$ cat config.mk
export PLATFORM = sky130hd
export DESIGN_NAME = ctrl_pipe_flat
export DESIGN_NICKNAME = d
export VERILOG_FILES = /design/src/rtl/ctrl_pkg.sv /design/src/rtl/ctrl_pipe_if.sv /design/src/rtl/ctrl_load_use_detect.sv /design/src/rtl/ctrl_pipe.sv /design/src/flat_wrapper.sv
export SDC_FILE = /design/constraint.sdc
export NUM_CORES = 1
export LEC_CHECK = 0
export CORE_ASPECT_RATIO = 1.5
export CORE_MARGIN = 5
export CORE_UTILIZATION = 30
export CTS_BUF_LIST = sky130_fd_sc_hd__clkbuf_4 sky130_fd_sc_hd__clkbuf_8
export CTS_CLUSTER_DIAMETER = 200
export CTS_CLUSTER_SIZE = 8
export DETAILED_ROUTE_END_ITERATION = 6
export GPL_ROUTABILITY_DRIVEN = 0
export HOLD_SLACK_MARGIN = 0.06
export PLACE_DENSITY = 0.69
export SYNTH_ARGS = -nofsm -noshare
export SYNTH_HDL_FRONTEND = slang
export SYNTH_SLANG_ARGS = --single-unit
$ cat constraint.sdc
create_clock -name clk -period 1.8 [get_ports clk]
set_input_delay 0.27 -clock clk [delete_from_list [all_inputs] [get_ports clk]]
set_output_delay 0.27 -clock clk [all_outputs]
set_load 0.05 [all_outputs]
$ cat src/rtl/ctrl_pkg.sv
// Shared types for the control pipeline: the 10-bit decoder control bundle (decoder bit order) and its codes.
package ctrl_pkg;

  typedef struct packed {
    logic [1:0] jump;
    logic       branch;
    logic       mem_read;
    logic       mem_to_reg;
    logic [1:0] alu_op;
    logic       mem_write;
    logic       alu_src;
    logic       reg_write;
  } ctrl_bundle_t;

  localparam ctrl_bundle_t CTRL_BUBBLE = 10'b0;

  localparam logic [1:0] JMP_NONE = 2'b00;
  localparam logic [1:0] JMP_JAL  = 2'b01;
  localparam logic [1:0] JMP_JALR = 2'b11;

  localparam logic [1:0] ALUOP_LS     = 2'b00;
  localparam logic [1:0] ALUOP_BRANCH = 2'b01;
  localparam logic [1:0] ALUOP_RTYPE  = 2'b10;
  localparam logic [1:0] ALUOP_ITYPE  = 2'b11;

  // JAL is the only encoding whose rs1 field is not a real operand.
  function automatic logic uses_rs1(input logic [1:0] jump);
    return jump != JMP_JAL;
  endfunction

  function automatic logic uses_rs2(input logic alu_src, input logic mem_write, input logic branch);
    return !alu_src || mem_write || branch;
  endfunction

endpackage

$ cat src/rtl/ctrl_pipe_if.sv
// Decoder-to-datapath control bus for ctrl_pipe; perf counters present only with CTRL_PIPE_PERF_EN.
interface ctrl_pipe_if #(
  parameter int REG_ADDR_W = 5
`ifdef CTRL_PIPE_PERF_EN
  , parameter int CNT_W = 32
`endif
);
  logic                  id_valid;
  logic [1:0]            id_jump;
  logic                  id_branch;
  logic                  id_mem_read;
  logic                  id_mem_to_reg;
  logic [1:0]            id_alu_op;
  logic                  id_mem_write;
  logic                  id_alu_src;
  logic                  id_reg_write;
  logic [REG_ADDR_W-1:0] id_rs1;
  logic [REG_ADDR_W-1:0] id_rs2;
  logic [REG_ADDR_W-1:0] id_rd;
  logic                  flush_i;
  logic                  stall_o;
  logic                  ex_valid;
  logic [1:0]            ex_jump;
  logic                  ex_branch;
  logic [1:0]            ex_alu_op;
  logic                  ex_alu_src;
  logic [REG_ADDR_W-1:0] ex_rd;
  logic                  mem_valid;
  logic                  mem_mem_read;
  logic                  mem_mem_write;
  logic [REG_ADDR_W-1:0] mem_rd;
  logic                  wb_valid;
  logic                  wb_mem_to_reg;
  logic                  wb_reg_write;
  logic [REG_ADDR_W-1:0] wb_rd;
`ifdef CTRL_PIPE_PERF_EN
  logic [CNT_W-1:0]      stall_cnt;
  logic [CNT_W-1:0]      flush_cnt;
`endif

  modport master (
`ifdef CTRL_PIPE_PERF_EN
    input  stall_cnt, flush_cnt,
`endif
    output id_valid, id_jump, id_branch, id_mem_read, id_mem_to_reg, id_alu_op,
           id_mem_write, id_alu_src, id_reg_write, id_rs1, id_rs2, id_rd, flush_i,
    input  stall_o, ex_valid, ex_jump, ex_branch, ex_alu_op, ex_alu_src, ex_rd,
           mem_valid, mem_mem_read, mem_mem_write, mem_rd,
           wb_valid, wb_mem_to_reg, wb_reg_write, wb_rd
  );

  modport slave (
`ifdef CTRL_PIPE_PERF_EN
    output stall_cnt, flush_cnt,
`endif
    input  id_valid, id_jump, id_branch, id_mem_read, id_mem_to_reg, id_alu_op,
           id_mem_write, id_alu_src, id_reg_write, id_rs1, id_rs2, id_rd, flush_i,
    output stall_o, ex_valid, ex_jump, ex_branch, ex_alu_op, ex_alu_src, ex_rd,
           mem_valid, mem_mem_read, mem_mem_write, mem_rd,
           wb_valid, wb_mem_to_reg, wb_reg_write, wb_rd
  );
endinterface

$ cat src/rtl/ctrl_load_use_detect.sv
// Combinational load-use hazard check between the instruction in ID and a load sitting in EX.
module ctrl_load_use_detect
  import ctrl_pkg::*;
#(
  parameter int REG_ADDR_W = 5
) (
  input  logic                  i_id_valid,
  input  logic [1:0]            i_id_jump,
  input  logic                  i_id_branch,
  input  logic                  i_id_mem_write,
  input  logic                  i_id_alu_src,
  input  logic [REG_ADDR_W-1:0] i_id_rs1,
  input  logic [REG_ADDR_W-1:0] i_id_rs2,
  input  logic                  i_ex_valid,
  input  logic                  i_ex_mem_read,
  input  logic [REG_ADDR_W-1:0] i_ex_rd,
  output logic                  o_load_use
);
  logic w_rs1_hit;
  logic w_rs2_hit;

  assign w_rs1_hit = uses_rs1(i_id_jump) && (i_ex_rd == i_id_rs1);
  assign w_rs2_hit = uses_rs2(i_id_alu_src, i_id_mem_write, i_id_branch) && (i_ex_rd == i_id_rs2);

  // A load to x0 produces nothing to wait for.
  assign o_load_use = i_id_valid && i_ex_valid && i_ex_mem_read && (i_ex_rd != '0)
                      && (w_rs1_hit || w_rs2_hit);
endmodule

$ cat src/rtl/ctrl_pipe.sv
// Control pipeline ID/EX -> EX/MEM -> MEM/WB with load-use stall and flush bubbles.
// Define CTRL_PIPE_PERF_EN to add stall/flush cycle counters.
module ctrl_pipe
  import ctrl_pkg::*;
#(
  parameter int REG_ADDR_W = 5
`ifdef CTRL_PIPE_PERF_EN
  , parameter int CNT_W = 32
`endif
) (
  input  logic      clk,
  input  logic      reset_n,
  ctrl_pipe_if.slave bus
);
  ctrl_bundle_t          w_id_ctrl;
  logic                  w_load_use;
  logic                  w_stall;
  logic                  w_id_kill;

  logic                  r_ex_valid;
  ctrl_bundle_t          r_ex_ctrl;
  logic [REG_ADDR_W-1:0] r_ex_rd;
  logic                  r_mem_valid;
  logic                  r_mem_mem_read;
  logic                  r_mem_mem_write;
  logic                  r_mem_mem_to_reg;
  logic                  r_mem_reg_write;
  logic [REG_ADDR_W-1:0] r_mem_rd;
  logic                  r_wb_valid;
  logic                  r_wb_mem_to_reg;
  logic                  r_wb_reg_write;
  logic [REG_ADDR_W-1:0] r_wb_rd;

  // x0 is never a write target, so reg_write is dropped at capture time.
  assign w_id_ctrl = '{jump:       bus.id_jump,
                       branch:     bus.id_branch,
                       mem_read:   bus.id_mem_read,
                       mem_to_reg: bus.id_mem_to_reg,
                       alu_op:     bus.id_alu_op,
                       mem_write:  bus.id_mem_write,
                       alu_src:    bus.id_alu_src,
                       reg_write:  bus.id_reg_write && (bus.id_rd != '0)};

  ctrl_load_use_detect #(.REG_ADDR_W(REG_ADDR_W)) u_lud (
    .i_id_valid     (bus.id_valid),
    .i_id_jump      (bus.id_jump),
    .i_id_branch    (bus.id_branch),
    .i_id_mem_write (bus.id_mem_write),
    .i_id_alu_src   (bus.id_alu_src),
    .i_id_rs1       (bus.id_rs1),
    .i_id_rs2       (bus.id_rs2),
    .i_ex_valid     (r_ex_valid),
    .i_ex_mem_read  (r_ex_ctrl.mem_read),
    .i_ex_rd        (r_ex_rd),
    .o_load_use     (w_load_use)
  );

  // A flushed instruction is discarded anyway, so it never needs to stall.
  assign w_stall   = w_load_use && !bus.flush_i;
  assign w_id_kill = bus.flush_i || w_stall || !bus.id_valid;

  always_ff @(posedge clk or negedge reset_n) begin
    if (!reset_n) begin
      r_ex_valid       <= 1'b0;
      r_ex_ctrl        <= CTRL_BUBBLE;
      r_ex_rd          <= '0;
      r_mem_valid      <= 1'b0;
      r_mem_mem_read   <= 1'b0;
      r_mem_mem_write  <= 1'b0;
      r_mem_mem_to_reg <= 1'b0;
      r_mem_reg_write  <= 1'b0;
      r_mem_rd         <= '0;
      r_wb_valid       <= 1'b0;
      r_wb_mem_to_reg  <= 1'b0;
      r_wb_reg_write   <= 1'b0;
      r_wb_rd          <= '0;
    end else begin
      if (w_id_kill) begin
        r_ex_valid <= 1'b0;
        r_ex_ctrl  <= CTRL_BUBBLE;
        r_ex_rd    <= '0;
      end else begin
        r_ex_valid <= 1'b1;
        r_ex_ctrl  <= w_id_ctrl;
        r_ex_rd    <= bus.id_rd;
      end
      r_mem_valid      <= r_ex_valid;
      r_mem_mem_read   <= r_ex_ctrl.mem_read;
      r_mem_mem_write  <= r_ex_ctrl.mem_write;
      r_mem_mem_to_reg <= r_ex_ctrl.mem_to_reg;
      r_mem_reg_write  <= r_ex_ctrl.reg_write;
      r_mem_rd         <= r_ex_rd;
      r_wb_valid       <= r_mem_valid;
      r_wb_mem_to_reg  <= r_mem_mem_to_reg;
      r_wb_reg_write   <= r_mem_reg_write;
      r_wb_rd          <= r_mem_rd;
    end
  end

  assign bus.stall_o       = w_stall;
  assign bus.ex_valid      = r_ex_valid;
  assign bus.ex_jump       = r_ex_ctrl.jump;
  assign bus.ex_branch     = r_ex_ctrl.branch;
  assign bus.ex_alu_op     = r_ex_ctrl.alu_op;
  assign bus.ex_alu_src    = r_ex_ctrl.alu_src;
  assign bus.ex_rd         = r_ex_rd;
  assign bus.mem_valid     = r_mem_valid;
  assign bus.mem_mem_read  = r_mem_mem_read;
  assign bus.mem_mem_write = r_mem_mem_write;
  assign bus.mem_rd        = r_mem_rd;
  assign bus.wb_valid      = r_wb_valid;
  assign bus.wb_mem_to_reg = r_wb_mem_to_reg;
  assign bus.wb_reg_write  = r_wb_reg_write;
  assign bus.wb_rd         = r_wb_rd;

`ifdef CTRL_PIPE_PERF_EN
  logic [CNT_W-1:0] r_stall_cnt;
  logic [CNT_W-1:0] r_flush_cnt;

  always_ff @(posedge clk or negedge reset_n) begin
    if (!reset_n) begin
      r_stall_cnt <= '0;
      r_flush_cnt <= '0;
    end else begin
      if (w_stall)     r_stall_cnt <= r_stall_cnt + 1'b1;
      if (bus.flush_i) r_flush_cnt <= r_flush_cnt + 1'b1;
    end
  end

  assign bus.stall_cnt = r_stall_cnt;
  assign bus.flush_cnt = r_flush_cnt;
`endif
endmodule

$ cat src/flat_wrapper.sv
// flat-port wrapper written by rule: the top's interface ports become plain ports
module ctrl_pipe_flat import ctrl_pkg::*;
#(
  parameter int REG_ADDR_W = 5

)
  (clk, reset_n, bus_id_valid, bus_id_jump, bus_id_branch, bus_id_mem_read, bus_id_mem_to_reg, bus_id_alu_op, bus_id_mem_write, bus_id_alu_src, bus_id_reg_write, bus_id_rs1, bus_id_rs2, bus_id_rd, bus_flush_i, bus_stall_o, bus_ex_valid, bus_ex_jump, bus_ex_branch, bus_ex_alu_op, bus_ex_alu_src, bus_ex_rd, bus_mem_valid, bus_mem_mem_read, bus_mem_mem_write, bus_mem_rd, bus_wb_valid, bus_wb_mem_to_reg, bus_wb_reg_write, bus_wb_rd);
  ctrl_pipe_if #(.REG_ADDR_W(REG_ADDR_W)) bus_i ();
  input  logic clk;
  input  logic reset_n;
  input wire logic [$bits(bus_i.id_valid)-1:0] bus_id_valid;
  input wire logic [$bits(bus_i.id_jump)-1:0] bus_id_jump;
  input wire logic [$bits(bus_i.id_branch)-1:0] bus_id_branch;
  input wire logic [$bits(bus_i.id_mem_read)-1:0] bus_id_mem_read;
  input wire logic [$bits(bus_i.id_mem_to_reg)-1:0] bus_id_mem_to_reg;
  input wire logic [$bits(bus_i.id_alu_op)-1:0] bus_id_alu_op;
  input wire logic [$bits(bus_i.id_mem_write)-1:0] bus_id_mem_write;
  input wire logic [$bits(bus_i.id_alu_src)-1:0] bus_id_alu_src;
  input wire logic [$bits(bus_i.id_reg_write)-1:0] bus_id_reg_write;
  input wire logic [$bits(bus_i.id_rs1)-1:0] bus_id_rs1;
  input wire logic [$bits(bus_i.id_rs2)-1:0] bus_id_rs2;
  input wire logic [$bits(bus_i.id_rd)-1:0] bus_id_rd;
  input wire logic [$bits(bus_i.flush_i)-1:0] bus_flush_i;
  output wire logic [$bits(bus_i.stall_o)-1:0] bus_stall_o;
  output wire logic [$bits(bus_i.ex_valid)-1:0] bus_ex_valid;
  output wire logic [$bits(bus_i.ex_jump)-1:0] bus_ex_jump;
  output wire logic [$bits(bus_i.ex_branch)-1:0] bus_ex_branch;
  output wire logic [$bits(bus_i.ex_alu_op)-1:0] bus_ex_alu_op;
  output wire logic [$bits(bus_i.ex_alu_src)-1:0] bus_ex_alu_src;
  output wire logic [$bits(bus_i.ex_rd)-1:0] bus_ex_rd;
  output wire logic [$bits(bus_i.mem_valid)-1:0] bus_mem_valid;
  output wire logic [$bits(bus_i.mem_mem_read)-1:0] bus_mem_mem_read;
  output wire logic [$bits(bus_i.mem_mem_write)-1:0] bus_mem_mem_write;
  output wire logic [$bits(bus_i.mem_rd)-1:0] bus_mem_rd;
  output wire logic [$bits(bus_i.wb_valid)-1:0] bus_wb_valid;
  output wire logic [$bits(bus_i.wb_mem_to_reg)-1:0] bus_wb_mem_to_reg;
  output wire logic [$bits(bus_i.wb_reg_write)-1:0] bus_wb_reg_write;
  output wire logic [$bits(bus_i.wb_rd)-1:0] bus_wb_rd;
  assign bus_i.id_valid = bus_id_valid;
  assign bus_i.id_jump = bus_id_jump;
  assign bus_i.id_branch = bus_id_branch;
  assign bus_i.id_mem_read = bus_id_mem_read;
  assign bus_i.id_mem_to_reg = bus_id_mem_to_reg;
  assign bus_i.id_alu_op = bus_id_alu_op;
  assign bus_i.id_mem_write = bus_id_mem_write;
  assign bus_i.id_alu_src = bus_id_alu_src;
  assign bus_i.id_reg_write = bus_id_reg_write;
  assign bus_i.id_rs1 = bus_id_rs1;
  assign bus_i.id_rs2 = bus_id_rs2;
  assign bus_i.id_rd = bus_id_rd;
  assign bus_i.flush_i = bus_flush_i;
  assign bus_stall_o = bus_i.stall_o;
  assign bus_ex_valid = bus_i.ex_valid;
  assign bus_ex_jump = bus_i.ex_jump;
  assign bus_ex_branch = bus_i.ex_branch;
  assign bus_ex_alu_op = bus_i.ex_alu_op;
  assign bus_ex_alu_src = bus_i.ex_alu_src;
  assign bus_ex_rd = bus_i.ex_rd;
  assign bus_mem_valid = bus_i.mem_valid;
  assign bus_mem_mem_read = bus_i.mem_mem_read;
  assign bus_mem_mem_write = bus_i.mem_mem_write;
  assign bus_mem_rd = bus_i.mem_rd;
  assign bus_wb_valid = bus_i.wb_valid;
  assign bus_wb_mem_to_reg = bus_i.wb_mem_to_reg;
  assign bus_wb_reg_write = bus_i.wb_reg_write;
  assign bus_wb_rd = bus_i.wb_rd;
  ctrl_pipe #(.REG_ADDR_W(REG_ADDR_W)) u_core (.clk(clk), .reset_n(reset_n), .bus(bus_i));
endmodule
==> impl_metrics.ini <==
[global_routing]
globalRouteTotalUtil_pct = 11.8
grt_max_degree = 35
grt_first_pass_wirelength_mm = 4.37
overflow = 0
vias_in_the_first_global_route = 974
antenna_found_initial = 0

[timing]
report.final.setup_viol = 1
max_freq_mhz = 546
timing.final.crit_share_pct = 102
count_of_final_hold_check_violations = 0
worst_slew_pin_slew_ns = 0.500
slew_violations = 0
finalClockSkew_ns = 0.00144
worst_slack_ns = -0.0302
slew_headroom_pct = 66.6
rsz0062_at_grt = true
hold-worst-slack_ns = 0.348
fin_crit_ns = 1.83

[critical_path]
critical_path_peak_fanout = 5
arrival_ns = 1.56
critPathCapture = bus_stall_o
worstSetupPathType = flip-flop to primary output
rr_startpoint = u_core.bus.ex_rd[0]$_DFF_PN0_
setup.reg_to_reg.worst_slack_ns = 0.27
worstSetupStartpoint = u_core.bus.ex_rd[0]$_DFF_PN0_
worstSetupEndpointType = primary output
timing.reg2reg.worst_path_depth = 6
worstSetupStartpointType = flip-flop
crit_required_ns = 1.53
crit-reg2reg-capture = u_core.bus.ex_rd[4]$_DFF_PN0_

[floorplanning]
initial_core_util_pct = 30.4
floorplan.io_pins = 58
core_area_mm2 = 0.00389
die_y_um = 86.9
floorplan.die_area_mm2 = 0.00533
cell_rows = 28
chipWidth_um = 61.3

[detailed_routing]
drc = 0
number_of_nets_with_antenna_violations_after_detailed_routing = 0
drt-initial-drc-count = 10
route.final.wire_length_mm = 2.77
first_drt_pass_iteration_count = 3
route.vias.total = 866
detail_route.vias_per_cell = 4.51
drt-wirelength-per-cell_um = 14.4

[status]
violations_in_the_final_reports = setup timing
outcome = complete, but fails checks

[yosys]
synth_cell_types = 21
synth_area_leader_cell = sky130_fd_sc_hd__dfrtp_1
netlist_area_mm2 = 0.00118
ys_warn_count = 0
synth_enable_flop_cells = 0
synthDominantCellAreaShare_pct = 71.9
async_reset_ff_share_pct = 100
synth.yosys.seq_area_share_pct = 71.9
synth_nets = 109
synth-main-ff-cell = sky130_fd_sc_hd__dfrtp_1
synth_seq_cells = 34
synth_area_leaders = sky130_fd_sc_hd__dfrtp_1, sky130_fd_sc_hd__and3_2, sky130_fd_sc_hd__xnor2_1, sky130_fd_sc_hd__buf_4, sky130_fd_sc_hd__xor2_1
avgSynthCellArea_um2 = 14.8
synth_cells = 80

[final_layout]
antenna-diode-count = 0
fin_nets = 175
layout-drive-gt1-share_pct = 29.3
post_route_utilization_pct = 50.0
post-route-cell-area_mm2 = 0.00194
filler_cell_count = 338
area_growth_syn_to_layout_pct = 64.3
layout_commonest_cell = sky130_fd_sc_hd__clkdlybuf4s50_1
mostFrequentLayoutCells = sky130_fd_sc_hd__clkdlybuf4s50_1, sky130_fd_sc_hd__dfrtp_1, sky130_fd_sc_hd__buf_4

[placed_design]
io_buffers = 57
placed_inst_area_mm2 = 0.00179

[clock_network]
cts.sink_count = 34
ctsRootBufferMaster = sky130_fd_sc_hd__clkbuf_8
cts_bufs_inserted = 5
clock_tree.htree_level_count = 2
cts_tree = done
cts.clk_slew.worst_paths_ns = 0.06
clock_path_buffers = 2
clk_latency_ns = 0.27

[pwr]
finalPower_mw = 1.65
switching_power_mw = 0.409
pwr-share-clk_pct = 34.2
power_leakage_nw = 0.902
power.density_cell_area_mw_per_mm2 = 850
power_switching_share_pct = 24.7
vdd_ir_drop_max_mv = 0.568
p_seq_share_pct = 49.1
part_of_the_power_in_combinational_logic_pct = 16.7
internal_power_mw = 1.24

[hold_path]
hold-path-cell-count = 0
path_class_of_the_lowest_slack_min_delay_path = flip-flop to flip-flop

[flow_run]
cap_violations = 0
stage by stage:
stage | instances | TNS (ns) | worst slack [ns]
finish | 192 | -0.0302 | -0.0302
floorplan | 80 | 0 | 0.0220
CTS | 192 | -0.0736 | -0.0736
global placement | 180 | -0.815 | -0.0969
detailed placement | 180 | -0.645 | -0.0905
global route | 192 | -0.137 | -0.137
cell usage after synthesis (all sizes together), types with 2 or more instances:
master / number
dfrtp: 34
nor2: 2
xnor2: 7
and3: 14
xor2: 3
nor3: 3
buf: 5
kinds of logic (layout without fill, tap and decap cells):
logic type             count (synthesis)  count (layout)  synth area share (%)
AND/OR/NAND/NOR                       25              25                  13.7
flip-flops                            34              34                  71.9
AO/OA/AOI/OAI                          4               4                  2.85
XOR/XNOR                              10              10                  7.40
buffers and inverters                  7              74                  4.12
how the worst min path moves through the flow:
stage               slack [ns]                                 end                             start
floorplan                -0.03   u_core.bus.ex_alu_op[0]$_DFF_PN0_                           reset_n
global placement          0.33   u_core.r_mem_mem_to_reg$_DFF_PN0_     u_core.r_ex_ctrl[5]$_DFF_PN0_
detailed placement        0.33   u_core.bus.wb_reg_write$_DFF_PN0_  u_core.r_mem_reg_write$_DFF_PN0_
CTS                       0.35   u_core.bus.wb_reg_write$_DFF_PN0_  u_core.r_mem_reg_write$_DFF_PN0_
global route              0.35   u_core.bus.wb_reg_write$_DFF_PN0_  u_core.r_mem_reg_write$_DFF_PN0_
finish                    0.35  u_core.bus.mem_mem_write$_DFF_PN0_     u_core.r_ex_ctrl[2]$_DFF_PN0_
worst max-delay path, cell delays in order, from the launching register on:
cell and delay [ns]:
sky130_fd_sc_hd__dfrtp_2 0.45, sky130_fd_sc_hd__xnor2_2 0.17, sky130_fd_sc_hd__nand4_1 0.12, sky130_fd_sc_hd__nor3_2 0.17, sky130_fd_sc_hd__o21ai_2 0.11, sky130_fd_sc_hd__nor2_4 0.10
sky130_fd_sc_hd__buf_8 0.15
layout make-up:
class,count,area [um^2],area share [%]
Clock buffer,7,90.1,4.63
Clock inverter,1,5.00,0.257
Inverter,1,3.75,0.193
Multi-Input combinational cell,39,309,15.9
Sequential cell,34,857,44.1
Tap cell,45,56.3,2.90
Timing Repair Buffer,65,623,32.0
what timing repair did:
action	CTS	global route
pin swaps	2	1
buffers inserted	4	0
setup endpoints to repair	1	1
cloned	0	0
hold buffers	0	0
resized for setup	3	2
layer usage:
layer,GRT usage [%],routed length [um]
met1,11.0,841
met2,20.3,1640
met3,4.45,208
met4,8.09,87
met5,0,0
power groups by stage:
stage | combinational (mW) | clock [mW] | sequential [mW]
2_1_floorplan | 0.0541 | 0 | 0.901
3_3_place_gp | 0.266 | 0 | 0.825
6_report | 0.276 | 0.566 | 0.811
3_5_place_dp | 0.270 | 0 | 0.827
5_1_grt | 0.292 | 0.615 | 0.815
4_1_cts | 0.277 | 0.585 | 0.812
No activity file was read; power rests on OpenSTA's default activity.
